[src/rtl/arith_pkg.sv]
`default_nettype none
// ============================================================================
// Module      : arith_pkg
// Description : Opcode and state encodings plus flag bit positions shared
//               by the sequential arithmetic unit and its testbench.
// Revision    : 1.0 - initial release
// ============================================================================
package arith_pkg;

  // 101..111 are not listed and decode as illegal.
  typedef enum logic [2:0] {
    OP_ADD = 3'b000,
    OP_SUB = 3'b001,
    OP_NEG = 3'b010,
    OP_CMP = 3'b011,
    OP_MUL = 3'b100
  } op_e;

  typedef enum logic [1:0] {
    ST_IDLE = 2'd0,
    ST_BUSY = 2'd1,
    ST_DONE = 2'd2
  } state_e;

  localparam int FLAG_CARRY    = 0;
  localparam int FLAG_OVERFLOW = 1;
  localparam int FLAG_ZERO     = 2;
  localparam int FLAG_A_BIGGER = 3;
  localparam int FLAG_B_BIGGER = 4;
  localparam int FLAG_A_EQ_B   = 5;
  localparam int FLAG_ILLEGAL  = 6;
  localparam int FLAG_W        = 7;

endpackage
`default_nettype wire

[src/rtl/arith_unit_seq_if.sv]
`default_nettype none
// ============================================================================
// Module      : arith_unit_seq_if
// Description : Operand/result handshake bundle of the arithmetic unit.
//               master = producer/consumer side, slave = arithmetic unit.
// Revision    : 1.0 - initial release
// ============================================================================
interface arith_unit_seq_if #(
  parameter int WIDTH = 8
);
  logic             in_valid;
  logic             in_ready;
  logic [2:0]       op;
  logic [WIDTH-1:0] a;
  logic [WIDTH-1:0] b;
  logic             out_valid;
  logic             out_ready;
  logic [WIDTH-1:0] result;
  logic [WIDTH-1:0] result_hi;
  logic [6:0]       flags;

  modport master (
    output in_valid, op, a, b, out_ready,
    input  in_ready, out_valid, result, result_hi, flags
  );

  modport slave (
    input  in_valid, op, a, b, out_ready,
    output in_ready, out_valid, result, result_hi, flags
  );
endinterface
`default_nettype wire

[src/rtl/arith_mul_seq.sv]
`default_nettype none
// ============================================================================
// Module      : arith_mul_seq
// Description : Iterative shift-add multiplier, one multiplier bit per cycle.
//               'done' is high during the final iteration cycle and 'product'
//               presents the accumulator value that iteration produces, so
//               the parent can capture the full product on that same edge.
// Revision    : 1.0 - initial release
// ============================================================================
module arith_mul_seq #(
  parameter int WIDTH = 8
) (
  input  logic               clk,
  input  logic               rst,
  input  logic               start,
  input  logic [WIDTH-1:0]   a,
  input  logic [WIDTH-1:0]   b,
  output logic               done,
  output logic [2*WIDTH-1:0] product
);
  localparam int CW = $clog2(WIDTH + 1);

  logic [2*WIDTH-1:0] mcand;
  logic [2*WIDTH-1:0] acc;
  logic [2*WIDTH-1:0] acc_next;
  logic [WIDTH-1:0]   mplier;
  logic [CW-1:0]      count;

  assign acc_next = mplier[0] ? (acc + mcand) : acc;
  assign done     = (count == CW'(1));
  assign product  = acc_next;

  // Load operands on start, then add-and-shift until the bit counter empties.
  always_ff @(posedge clk) begin
    if (rst) begin
      mcand  <= '0;
      acc    <= '0;
      mplier <= '0;
      count  <= '0;
    end else if (start) begin
      mcand  <= {{WIDTH{1'b0}}, a};
      mplier <= b;
      acc    <= '0;
      count  <= CW'(WIDTH);
    end else if (count != '0) begin
      acc    <= acc_next;
      mcand  <= mcand << 1;
      mplier <= mplier >> 1;
      count  <= count - CW'(1);
    end
  end
endmodule
`default_nettype wire

[src/rtl/arith_unit_seq.sv]
`default_nettype none
// ============================================================================
// Module      : arith_unit_seq
// Description : Handshaked arithmetic unit (ADD/SUB/NEG/CMP, optional MUL)
//               with IDLE/BUSY/DONE control. Single-cycle ops finish on the
//               accept edge; MUL runs through the iterative multiplier.
//               Build macro ARITH_UNIT_MUL_EN enables the multiplier; without
//               it opcode 100 decodes as illegal.
// Revision    : 1.0 - initial release
// ============================================================================
module arith_unit_seq
  import arith_pkg::*;
#(
  parameter int WIDTH = 8
) (
  input  logic             clk,
  input  logic             rst,
  arith_unit_seq_if.slave  bus
);
  localparam logic [WIDTH-1:0] SIGN_MIN = {1'b1, {(WIDTH-1){1'b0}}};
  localparam int               MSB      = WIDTH - 1;

  state_e               state;
  state_e               state_next;
  logic                 accept;
  logic                 is_mul;
  logic [WIDTH-1:0]     alu_res;
  logic [FLAG_W-1:0]    alu_flags;
  logic                 mul_done;
  logic [2*WIDTH-1:0]   mul_prod;
  logic [WIDTH-1:0]     result_reg;
  logic [WIDTH-1:0]     result_hi_reg;
  logic [FLAG_W-1:0]    flags_reg;

  assign accept          = (state == ST_IDLE) && bus.in_valid;
  assign bus.result      = result_reg;
  assign bus.result_hi   = result_hi_reg;
  assign bus.flags       = flags_reg;

`ifdef ARITH_UNIT_MUL_EN
  assign is_mul = (bus.op == OP_MUL);

  arith_mul_seq #(.WIDTH(WIDTH)) u_mul (
    .clk     (clk),
    .rst     (rst),
    .start   (accept && is_mul),
    .a       (bus.a),
    .b       (bus.b),
    .done    (mul_done),
    .product (mul_prod)
  );
`else
  assign is_mul   = 1'b0;
  assign mul_done = 1'b0;
  assign mul_prod = '0;
`endif

  // Single-cycle datapath: result and flags for the operands on the bus now.
  always_comb begin
    alu_res   = '0;
    alu_flags = '0;
    alu_flags[FLAG_A_BIGGER] = (bus.a >  bus.b);
    alu_flags[FLAG_B_BIGGER] = (bus.a <  bus.b);
    alu_flags[FLAG_A_EQ_B]   = (bus.a == bus.b);
    case (bus.op)
      OP_ADD: begin
        {alu_flags[FLAG_CARRY], alu_res} = {1'b0, bus.a} + {1'b0, bus.b};
        alu_flags[FLAG_OVERFLOW] = (bus.a[MSB] == bus.b[MSB]) && (alu_res[MSB] != bus.a[MSB]);
        alu_flags[FLAG_ZERO]     = (alu_res == '0);
      end
      OP_SUB: begin
        alu_res = bus.a - bus.b;
        alu_flags[FLAG_CARRY]    = (bus.a < bus.b);
        alu_flags[FLAG_OVERFLOW] = (bus.a[MSB] != bus.b[MSB]) && (alu_res[MSB] != bus.a[MSB]);
        alu_flags[FLAG_ZERO]     = (alu_res == '0);
      end
      OP_NEG: begin
        alu_res = {WIDTH{1'b0}} - bus.b;
        alu_flags[FLAG_CARRY]    = (bus.b == '0);
        alu_flags[FLAG_OVERFLOW] = (bus.b == SIGN_MIN);
        alu_flags[FLAG_ZERO]     = (alu_res == '0);
      end
      OP_CMP: begin
        alu_flags[FLAG_ZERO] = (bus.a == bus.b);
      end
      default: begin
        // MUL (when built in) only seeds compare flags here; the rest
        // arrive from the multiplier at completion.
        alu_flags[FLAG_ILLEGAL] = !is_mul;
      end
    endcase
  end

  // State register.
  always_ff @(posedge clk) begin
    if (rst) state <= ST_IDLE;
    else     state <= state_next;
  end

  // Next-state and handshake outputs.
  always_comb begin
    state_next    = state;
    bus.in_ready  = 1'b0;
    bus.out_valid = 1'b0;
    case (state)
      ST_IDLE: begin
        bus.in_ready = 1'b1;
        if (bus.in_valid) state_next = is_mul ? ST_BUSY : ST_DONE;
      end
      ST_BUSY: begin
        if (mul_done) state_next = ST_DONE;
      end
      ST_DONE: begin
        bus.out_valid = 1'b1;
        if (bus.out_ready) state_next = ST_IDLE;
      end
      default: state_next = ST_IDLE;
    endcase
  end

  // Result registers: written on accept and on multiplier completion only,
  // so bus activity at other times cannot disturb a pending or held result.
  always_ff @(posedge clk) begin
    if (rst) begin
      result_reg    <= '0;
      result_hi_reg <= '0;
      flags_reg     <= '0;
    end else if (accept) begin
      result_reg    <= alu_res;
      result_hi_reg <= '0;
      flags_reg     <= alu_flags;
    end else if ((state == ST_BUSY) && mul_done) begin
      result_reg                <= mul_prod[WIDTH-1:0];
      result_hi_reg             <= mul_prod[2*WIDTH-1:WIDTH];
      flags_reg[FLAG_CARRY]     <= (mul_prod[2*WIDTH-1:WIDTH] != '0);
      flags_reg[FLAG_OVERFLOW]  <= (mul_prod[2*WIDTH-1:WIDTH] != '0);
      flags_reg[FLAG_ZERO]      <= (mul_prod == '0);
    end
  end
endmodule
`default_nettype wire

[src/flat_wrapper.sv]
// flat-port wrapper written by rule: the top's interface ports become plain ports
module arith_unit_seq_flat import arith_pkg::*;
#(
  parameter int WIDTH = 8
)
  (clk, rst, bus_in_valid, bus_op, bus_a, bus_b, bus_out_ready, bus_in_ready, bus_out_valid, bus_result, bus_result_hi, bus_flags);
  arith_unit_seq_if #(.WIDTH(WIDTH)) bus_i ();
  input  logic clk;
  input  logic rst;
  input wire logic [$bits(bus_i.in_valid)-1:0] bus_in_valid;
  input wire logic [$bits(bus_i.op)-1:0] bus_op;
  input wire logic [$bits(bus_i.a)-1:0] bus_a;
  input wire logic [$bits(bus_i.b)-1:0] bus_b;
  input wire logic [$bits(bus_i.out_ready)-1:0] bus_out_ready;
  output wire logic [$bits(bus_i.in_ready)-1:0] bus_in_ready;
  output wire logic [$bits(bus_i.out_valid)-1:0] bus_out_valid;
  output wire logic [$bits(bus_i.result)-1:0] bus_result;
  output wire logic [$bits(bus_i.result_hi)-1:0] bus_result_hi;
  output wire logic [$bits(bus_i.flags)-1:0] bus_flags;
  assign bus_i.in_valid = bus_in_valid;
  assign bus_i.op = bus_op;
  assign bus_i.a = bus_a;
  assign bus_i.b = bus_b;
  assign bus_i.out_ready = bus_out_ready;
  assign bus_in_ready = bus_i.in_ready;
  assign bus_out_valid = bus_i.out_valid;
  assign bus_result = bus_i.result;
  assign bus_result_hi = bus_i.result_hi;
  assign bus_flags = bus_i.flags;
  arith_unit_seq #(.WIDTH(WIDTH)) u_core (.clk(clk), .rst(rst), .bus(bus_i));
endmodule
[config.mk]
export PLATFORM = sky130hd
export DESIGN_NAME = arith_unit_seq_flat
export DESIGN_NICKNAME = d
export VERILOG_FILES = /design/src/rtl/arith_pkg.sv /design/src/rtl/arith_unit_seq_if.sv /design/src/rtl/arith_mul_seq.sv /design/src/rtl/arith_unit_seq.sv /design/src/flat_wrapper.sv
export SDC_FILE = /design/constraint.sdc
export NUM_CORES = 1
export LEC_CHECK = 0
export CELL_PAD_IN_SITES_DETAIL_PLACEMENT = 0
export CELL_PAD_IN_SITES_GLOBAL_PLACEMENT = 2
export CORE_MARGIN = 2
export CORE_UTILIZATION = 29
export DETAILED_ROUTE_END_ITERATION = 8
export PLACE_DENSITY_LB_ADDON = 0.3
export SYNTH_ARGS = -nofsm -noshare
export SYNTH_HDL_FRONTEND = slang
export SYNTH_SLANG_ARGS = --single-unit
[constraint.sdc]
create_clock -name clk -period 4.73 [get_ports clk]
set_input_delay 0.946 -clock clk [delete_from_list [all_inputs] [get_ports clk]]
set_output_delay 0.946 -clock clk [all_outputs]
set_load 0.01 [all_outputs]
Yosys cells after proc, flatten, opt, wreduce, memory -nomap -nowiden
Index checks and enable logic that the tools add are counted.
{"block": "word_totals", "output_inout_bits": 25, "input_bits": 23, "ff_bits": 17}
{"block": "classes", "bitwise_logic": 1, "order_cmp": 2, "n_eq_ne": 13, "reduce_logical": 11, "n_mux": 9, "addsub": 3}
{"cell": "$logic_not A8 Y1", "n": 4}
{"cell": "$pmux W8 S3", "n": 1}
{"cell": "$pmux W2 S3", "n": 2}
{"cell": "$add A8 B8 Y9", "n": 1}
{"cell": "$eq A8 B8 Y1", "n": 1}
{"cell": "$eq A8 B8 Y1 const B", "n": 1}
{"cell": "$gt A8 B8 Y1", "n": 1}
{"cell": "$lt A8 B8 Y1", "n": 1}
{"cell": "$sub A1 B8 Y8 const A", "n": 1}
{"cell": "$sub A8 B8 Y8", "n": 1}
{"cell": "$eq A3 B2 Y1 const B", "n": 2}
{"cell": "$mux W2", "n": 2}
{"cell": "$ne A2 B2 Y1 const B", "n": 2}
{"cell": "$pmux W1 S4", "n": 1}
{"cell": "$reduce_or A4 Y1", "n": 1}
{"cell": "$eq A3 B1 Y1 const B", "n": 1}
{"cell": "$logic_and A1 B1 Y1", "n": 3}
{"cell": "$logic_not A3 Y1", "n": 1}
{"cell": "$mux W1", "n": 3}
{"cell": "$ne A1 B1 Y1", "n": 3}
{"cell": "$reduce_and A3 Y1", "n": 1}
{"cell": "$eq A2 B1 Y1 const B", "n": 1}
{"cell": "$eq A2 B2 Y1 const B", "n": 1}
{"cell": "$logic_not A2 Y1", "n": 1}
{"cell": "2 further kinds", "n": 2}

Depth between registers and ports, before layout
Gate-level depths: netlist of the first run.
{"block": "logic_depth", "word_depth": 4, "ltp_mapped": 10, "depth_no_buf": 10}

Worst setup path after synthesis of the first run
No wires, ideal clock.
{"block": "synth_path", "kind": "input to register", "start": "input port bus_b[0]", "end": "register u_core.result_reg[6] (netlist: u_core.bus.result[6])", "t_required_ns": 4.672, "slack_ns": 2.073, "cell_stages": 10, "setup_time_ns": 0.058, "arrival_ns": 2.599, "cell_sequence": "ha_1 inv_1 fa_1 o21bai_1 a21oi_1 o31ai_2 xnor2_1 nor2_1 a2111oi_0 a211o_1"}
{"block": "synth_between", "elab_chain_cells": 2, "word_cells_on_any_way": 4}
{"item": "start: declaration", "line_no": "flat_wrapper.sv:13", "source": "input wire logic [$bits(bus_i.b)-1:0] bus_b;"}
{"item": "$sub A1 B8 Y8 (tied with other cells)", "line_no": "arith_unit_seq.sv:78", "source": "alu_res = {WIDTH{1'b0}} - bus.b;"}
{"item": "$pmux W8 S3 *", "line_no": "arith_unit_seq.sv:65", "source": "case (bus.op)"}
{"item": "end signal: assignment", "line_no": "arith_unit_seq.sv:129", "source": "result_reg <= alu_res;"}
{"item": "end signal: assignment", "line_no": "arith_unit_seq.sv:133", "source": "result_reg <= mul_prod[WIDTH-1:0];"}
{"item": "end: declaration", "line_no": "arith_unit_seq.sv:31", "source": "logic [WIDTH-1:0] result_reg;"}
Mark *: on every way between the ends. The rest lies on a longest branch, timed or not.
A chain may end at the register's enable or synchronous reset.

Final worst setup path of the first run
Same ends and word-level chain as after synthesis.

==> flow_metrics.tcl, run 1 <==
set metrics [dict create \
    status "finished clean" \
    drt-vias-per-instance 5.041 \
    power_switching_mw 0.1561 \
    dp_slack_ns 1.104 \
    multi_input_area_sq_um 1318 \
    total_power_mw 0.4390 \
    syn_area_per_cell_sq_um 7.571 \
    h-tree-depth 1 \
    cp-end-kind "flop" \
    seqPwrFrac_pct 32.6 \
    setup_viol 0 \
    hold_class "flop to flop" \
    largest_reg_flops 8 \
    netlist.area_leader.share_pct 18.00 \
    antenna_found_initial 0 \
    initial_utilization_pct 30.05 \
    routed_wl_um 5023 \
    cp_top_family "compound AO/OA/AOI/OAI gates" \
    fp.coreArea_sq_um 5921 \
    synth_most_common_cell "nor2_1" \
    post_cts.repair.setup_buffers 0 \
    fin_util_pct 37.62 \
    fin_cells 342 \
    worstPathArrival_ns 3.55 \
    postSynthCellCount 235 \
    tns_ns 0 \
    grt_first_pass_wirelength_um 7948 \
    yosys.area_share.simple_pct 20.75 \
    insertedDiodeCount 0 \
    fmax_ghz 0.2975 \
    dieArea_sq_um 6777 \
    grt_pass1_vias 1581 \
    dp_cells 339 \
    ctsResizeCount 0 \
    seqCellArea_sq_um 320.3 \
    cts_buffer_depth 2 \
    worst_pin_slew_ns 0.5539 \
    vias 1724 \
    die_h_um 82.33 \
    syn2layout_area_growth_pct 25.18 \
    crit_path_top_delay_cell "clkdlybuf4s50_1" \
    report.final.slew_viol_count 0 \
    maxCapViolCount 0 \
    yosysWarnings 0 \
    fill_cells 640 \
    cts_buffers 3 \
    total_leakage_power_nw 0.8834 \
    place.detailed.hpwl_um 4208 \
    synth_common_cells "24 x nor2_1, 23 x nand2_1, 19 x ha_1, 17 x inv_1, 16 x dfxtp_1" \
    synthAdderAreaFrac_pct 15.61 \
    drive_above_1_share_pct 4.494 \
    period_minus_slack_ns 3.362 \
    whs_ns 0.4468 \
    io_pins 48 \
    place_congestion 0.8871 \
    crit_path_max_incr_delay_ns 0.59 \
    synth_flop_cell "dfxtp_1" \
    crit_chain "clkdlybuf4s50_1 -> ha_1 -> inv_1 -> fa_1 -> o21bai_1 -> a21oi_1 -> o31ai_2 -> xnor2_1 -> nor2_1 -> a2111oi_0 -> a211o_1" \
    relSlewSlack_pct 62.73 \
    synthXorXnorAreaFrac_pct 8.368 \
    grt_max_degree 16 \
    cellInternalPower_mw 0.2829 \
    post-route-cell-area_sq_um 2227 \
    port_buffers 39 \
    drt-initial-drc-count 92 \
    required_ns 4.92 \
    vdd_drop_max_v 0.00008474 \
    synth_area_leaders "dfxtp_1 18%, ha_1 13%, xnor2_1 6.9%" \
    overflow 0 \
    synth_top_cell_by_area "dfxtp_1" \
    finClkSkew_ns 0.001903 \
    drc 0 \
    netlist_area_sq_um 1779 \
    path_buf_inv 2 \
    wire_per_inst_um 14.69 \
    synth_top_family_by_area "compound AO/OA/AOI/OAI gates" \
    placed_cell_area_sq_um 2186 \
    synth_mux_area_share_pct 1.266 \
    fin_crit_sh_pct 71.07 \
    timing.final.ws_setup_ns 1.368 \
    synth_compound_area_share_pct 26.37 \
    path_max_fanout 6 \
    async_flop_share_pct 0 \
    layout.nets 313 \
    ys_types 54 \
    hold_buffers 0 \
    path_class "input port to flop" \
    netSwitchingFraction_pct 35.56 \
    clkPwrFrac_pct 22.8 \
    crit_path_start_kind "input port" \
    cts_root_buffer "clkbuf_8" \
    rows 28 \
    clk_latency_ns 0.24 \
    die_w_um 82.33 \
    antenna_left 0 \
    hold_viol 0 \
    ys_ff_latch 16 \
    first_pass_iters 4 \
    seq_area_frac_synth_pct 18.00 \
    combPwrFrac_pct 44.5 \
    rsz0062_at_grt "false" \
    clkSinkCount 16 \
    grt.total_usage_pct 15.37 \
    cts_tree "built" \
    clk_pin_slew_worst_paths_ns 0.06 \
    synth_edf_count 0 \
    p_per_area_nw_per_um2 197.1 \
]
## cells in the final DEF (no fill, tap or decap), types with 5 or more instances in the layout
master and instances:
ha_1 19, nand2_1 23, a21oi_1 10, o21ai_0 10, dfxtp_1 16, conb_1 8
nor2b_1 7, a22oi_1 5, nor2_1 24, nor3_1 6, clkdlybuf4s50_1 39, inv_1 17
xnor2_1 14
## worst register-to-register path: stages (launching register included)
cell and delay, ns:
dfxtp_1 0.34, inv_1 0.08, nand2_1 0.24, nor3_1 0.32
nand2_1 0.16, a2111oi_0 0.46, a211o_1 0.16
## final timing paths
check | start | endpoint | slack [ns] | cells past startpoint
max | bus_b[0] | u_core.bus.result[6] | 1.37 | 11
min reg2reg | u_core.bus.flags[1] | u_core.bus.flags[1] | 0.45 | 2
min | u_core.bus.flags[1] | u_core.bus.flags[1] | 0.45 | 2
max reg2reg | u_core.state[1] | u_core.bus.result[6] | 2.92 | 6
## power groups by stage
stage | sequential, mW | clock (mW) | combinational (mW)
after floorplan | 0.149 | 0 | 0.129
after global placement | 0.146 | 0 | 0.197
after detailed placement | 0.146 | 0 | 0.194
after CTS | 0.143 | 0.104 | 0.195
after global routing | 0.144 | 0.107 | 0.216
final | 0.143 | 0.100 | 0.196
## cells by family (layout without fill, tap and decap cells)
kind of cell | count (synthesis) | count (layout)
AO/OA/AOI/OAI | 66 | 66
XOR/XNOR | 17 | 17
adder cells (fa/ha/maj) | 21 | 21
buffers and inverters | 34 | 59
flip-flops | 16 | 16
multiplexers | 2 | 2
other | 1 | 8
AND/OR/NAND/NOR | 78 | 78
## layer usage
metal	GRT usage, %	share of wire [%]	up-vias
met3	2.174	4.8	4
li1	-	-	880
met4	4.000	0.88	0
met5	0	0	-
met1	21.16	49	794
met2	25.08	46	46
## area by class of cell
class / instances / share of cell area [%]
Tap cell: 75 / 4.213
Sequential cell: 16 / 14.38
Clock buffer: 3 / 1.854
Inverter: 17 / 2.865
Multi-Input combinational cell: 192 / 59.16
Timing Repair Buffer: 39 / 17.53
Note: power is estimated with default switching activity, not from simulation.
==> inputs of run 2 (changes only) <==
Settings changed: CORE_UTILIZATION 29 to 24.
Clock period 4.73 ns to 2.9 ns, I/O delays scaled along.
==> run 2 against run 1 <==
- routed wire length grew 9.1%
- combinational power grew 96%
- core utilization shrank 2.1 points
- die area grew 20%
- non-clock buffer count grew 40
- global-route usage shrank 1.9 points
- sequential share of layout area shrank 1.9 points
- power grew 79%
==> flow_metrics.tcl, run 2 (synthesis gave the netlist of run 1 again) <==
set metrics [dict create \
    status "finished clean" \
    port_buffers 39 \
    grt.total_usage_pct 13.52 \
    required_ns 3.04 \
    total_leakage_power_nw 1.076 \
    dp_cells 403 \
    first_pass_iters 4 \
    worstPathArrival_ns 2.85 \
    path_max_fanout 3 \
    cts_tree "built" \
    hold_class "flop to flop" \
    crit_path_start_kind "input port" \
    final_cell_mix "40 x buf_4, 39 x clkdlybuf4s50_1, 24 x nor2_1" \
    tns_ns 0 \
    fin_cells 406 \
    relSlewSlack_pct 65.32 \
    clk_pin_slew_worst_paths_ns 0.07 \
    antenna_left 0 \
    io_pins 48 \
    h-tree-depth 1 \
    worst_pin_slew_ns 0.5183 \
    total_power_mw 0.7862 \
    post-route-cell-area_sq_um 2564 \
    maxCapViolCount 0 \
    place.detailed.hpwl_um 4731 \
    reg2reg_to "u_core.bus.flags[2]" \
    place_congestion 0.8282 \
    drt-vias-per-instance 4.515 \
    clkSinkCount 16 \
    dieArea_sq_um 8118 \
    worstReg2RegStart "u_core.state[1]" \
    fin_crit_sh_pct 93.25 \
    period_minus_slack_ns 2.704 \
    cts_buffers 3 \
    rrSetupSlack_ns 1.10 \
    fmax_ghz 0.3698 \
    wire_per_inst_um 13.50 \
    rows 31 \
    grt_max_degree 12 \
    placed_cell_area_sq_um 2516 \
    report.final.slew_viol_count 0 \
    syn2layout_area_growth_pct 44.09 \
    cts_root_buffer "clkbuf_8" \
    final_common_cell "buf_4" \
    die_w_um 90.10 \
    hold_viol 0 \
    grt_first_pass_wirelength_um 8935 \
    vias 1833 \
    setup_viol 0 \
    clk_latency_ns 0.25 \
    antenna_found_initial 0 \
    vdd_drop_max_v 0.0001208 \
    grt_pass1_vias 1789 \
    largest_reg_flops 8 \
    post_cts.repair.setup_buffers 0 \
    routed_wl_um 5482 \
    fin_util_pct 35.54 \
    dp_slack_ns -0.08228 \
    rsz0062_at_grt "false" \
    p_per_area_nw_per_um2 306.7 \
    drive_above_1_share_pct 17.26 \
    whs_ns 0.4459 \
    initial_utilization_pct 24.66 \
    min_from "u_core.bus.flags[1]" \
    min_path_cells 2 \
    die_h_um 90.10 \
    cts_buffer_depth 2 \
    overflow 0 \
    min_delay_worst_endpoint "u_core.bus.flags[1]" \
    insertedDiodeCount 0 \
    drt-initial-drc-count 63 \
    cp-end-kind "flop" \
    drc 0 \
    r2r_cells 7 \
    path_class "input port to flop" \
    timing.final.ws_setup_ns 0.1957 \
    layout.nets 353 \
    finClkSkew_ns 0.009435 \
    fp.coreArea_sq_um 7214 \
]
[run 2: cell types whose count changed in the layout (fill, tap and decap cells not counted)]
cell       previous run  this run
a2111oi_0             1         0
a2111oi_2             0         1
buf_4                 0        40
[run 2: per-layer routing]
metal	wire, um	global-route usage [%]	vias up
li1	-	-	953
met1	2671	18.20	840
met2	2594	23.18	36
met3	169	1.509	4
met4	46	3.077	0
met5	0	0	-
[run 2: how the worst max path moves through the flow]
| stage | start | to | slack, ns | cells after the start |
|---|---|---|---|---|
| finish | bus_a[0] | u_core.bus.result[6] | 0.20 | 11 |
| global placement | bus_a[0] | u_core.bus.flags[2] | -0.03 | 10 |
| floorplan | bus_b[0] | u_core.bus.result[6] | 0.61 | 10 |
| CTS | bus_b[0] | u_core.bus.result[6] | 0.16 | 11 |
| detailed placement | bus_b[0] | u_core.bus.result[6] | -0.08 | 11 |
| global route | bus_a[0] | u_core.bus.flags[2] | 0.04 | 10 |
[run 2: repair_timing]
action / CTS / global route
endpoints found under the setup margin: 0 / 1
hold buffers: 0 / 0
resized for setup: 0 / 2
[run 2: area by class of cell]
class | count | area (sq um)
Inverter | 17 | 63.81
Sequential cell | 16 | 320.3
Timing Repair Buffer | 79 | 690.7
Clock buffer | 3 | 41.29
Tap cell | 99 | 123.9
Fill cell | 795 | 4651
Multi-Input combinational cell | 192 | 1324
[run 2: report_power, final]
group | internal, mW | switching, mW | total (mW)
logic | 0.192 | 0.192 | 0.384
clock network | 0.0921 | 0.0762 | 0.168
registers | 0.229 | 0.00500 | 0.234
total | 0.513 | 0.274 | 0.786
[run 2: critical path, stage by stage]
cell             delay (ns)
clkdlybuf4s50_1        0.47
inv_1                  0.06
ha_1                   0.19
fa_1                   0.41
nor2b_1                0.18
o31a_1                 0.21
o21a_1                 0.13
nor2_1                 0.05
xnor2_1                0.25
nor2_1                 0.08
a211o_1                0.22
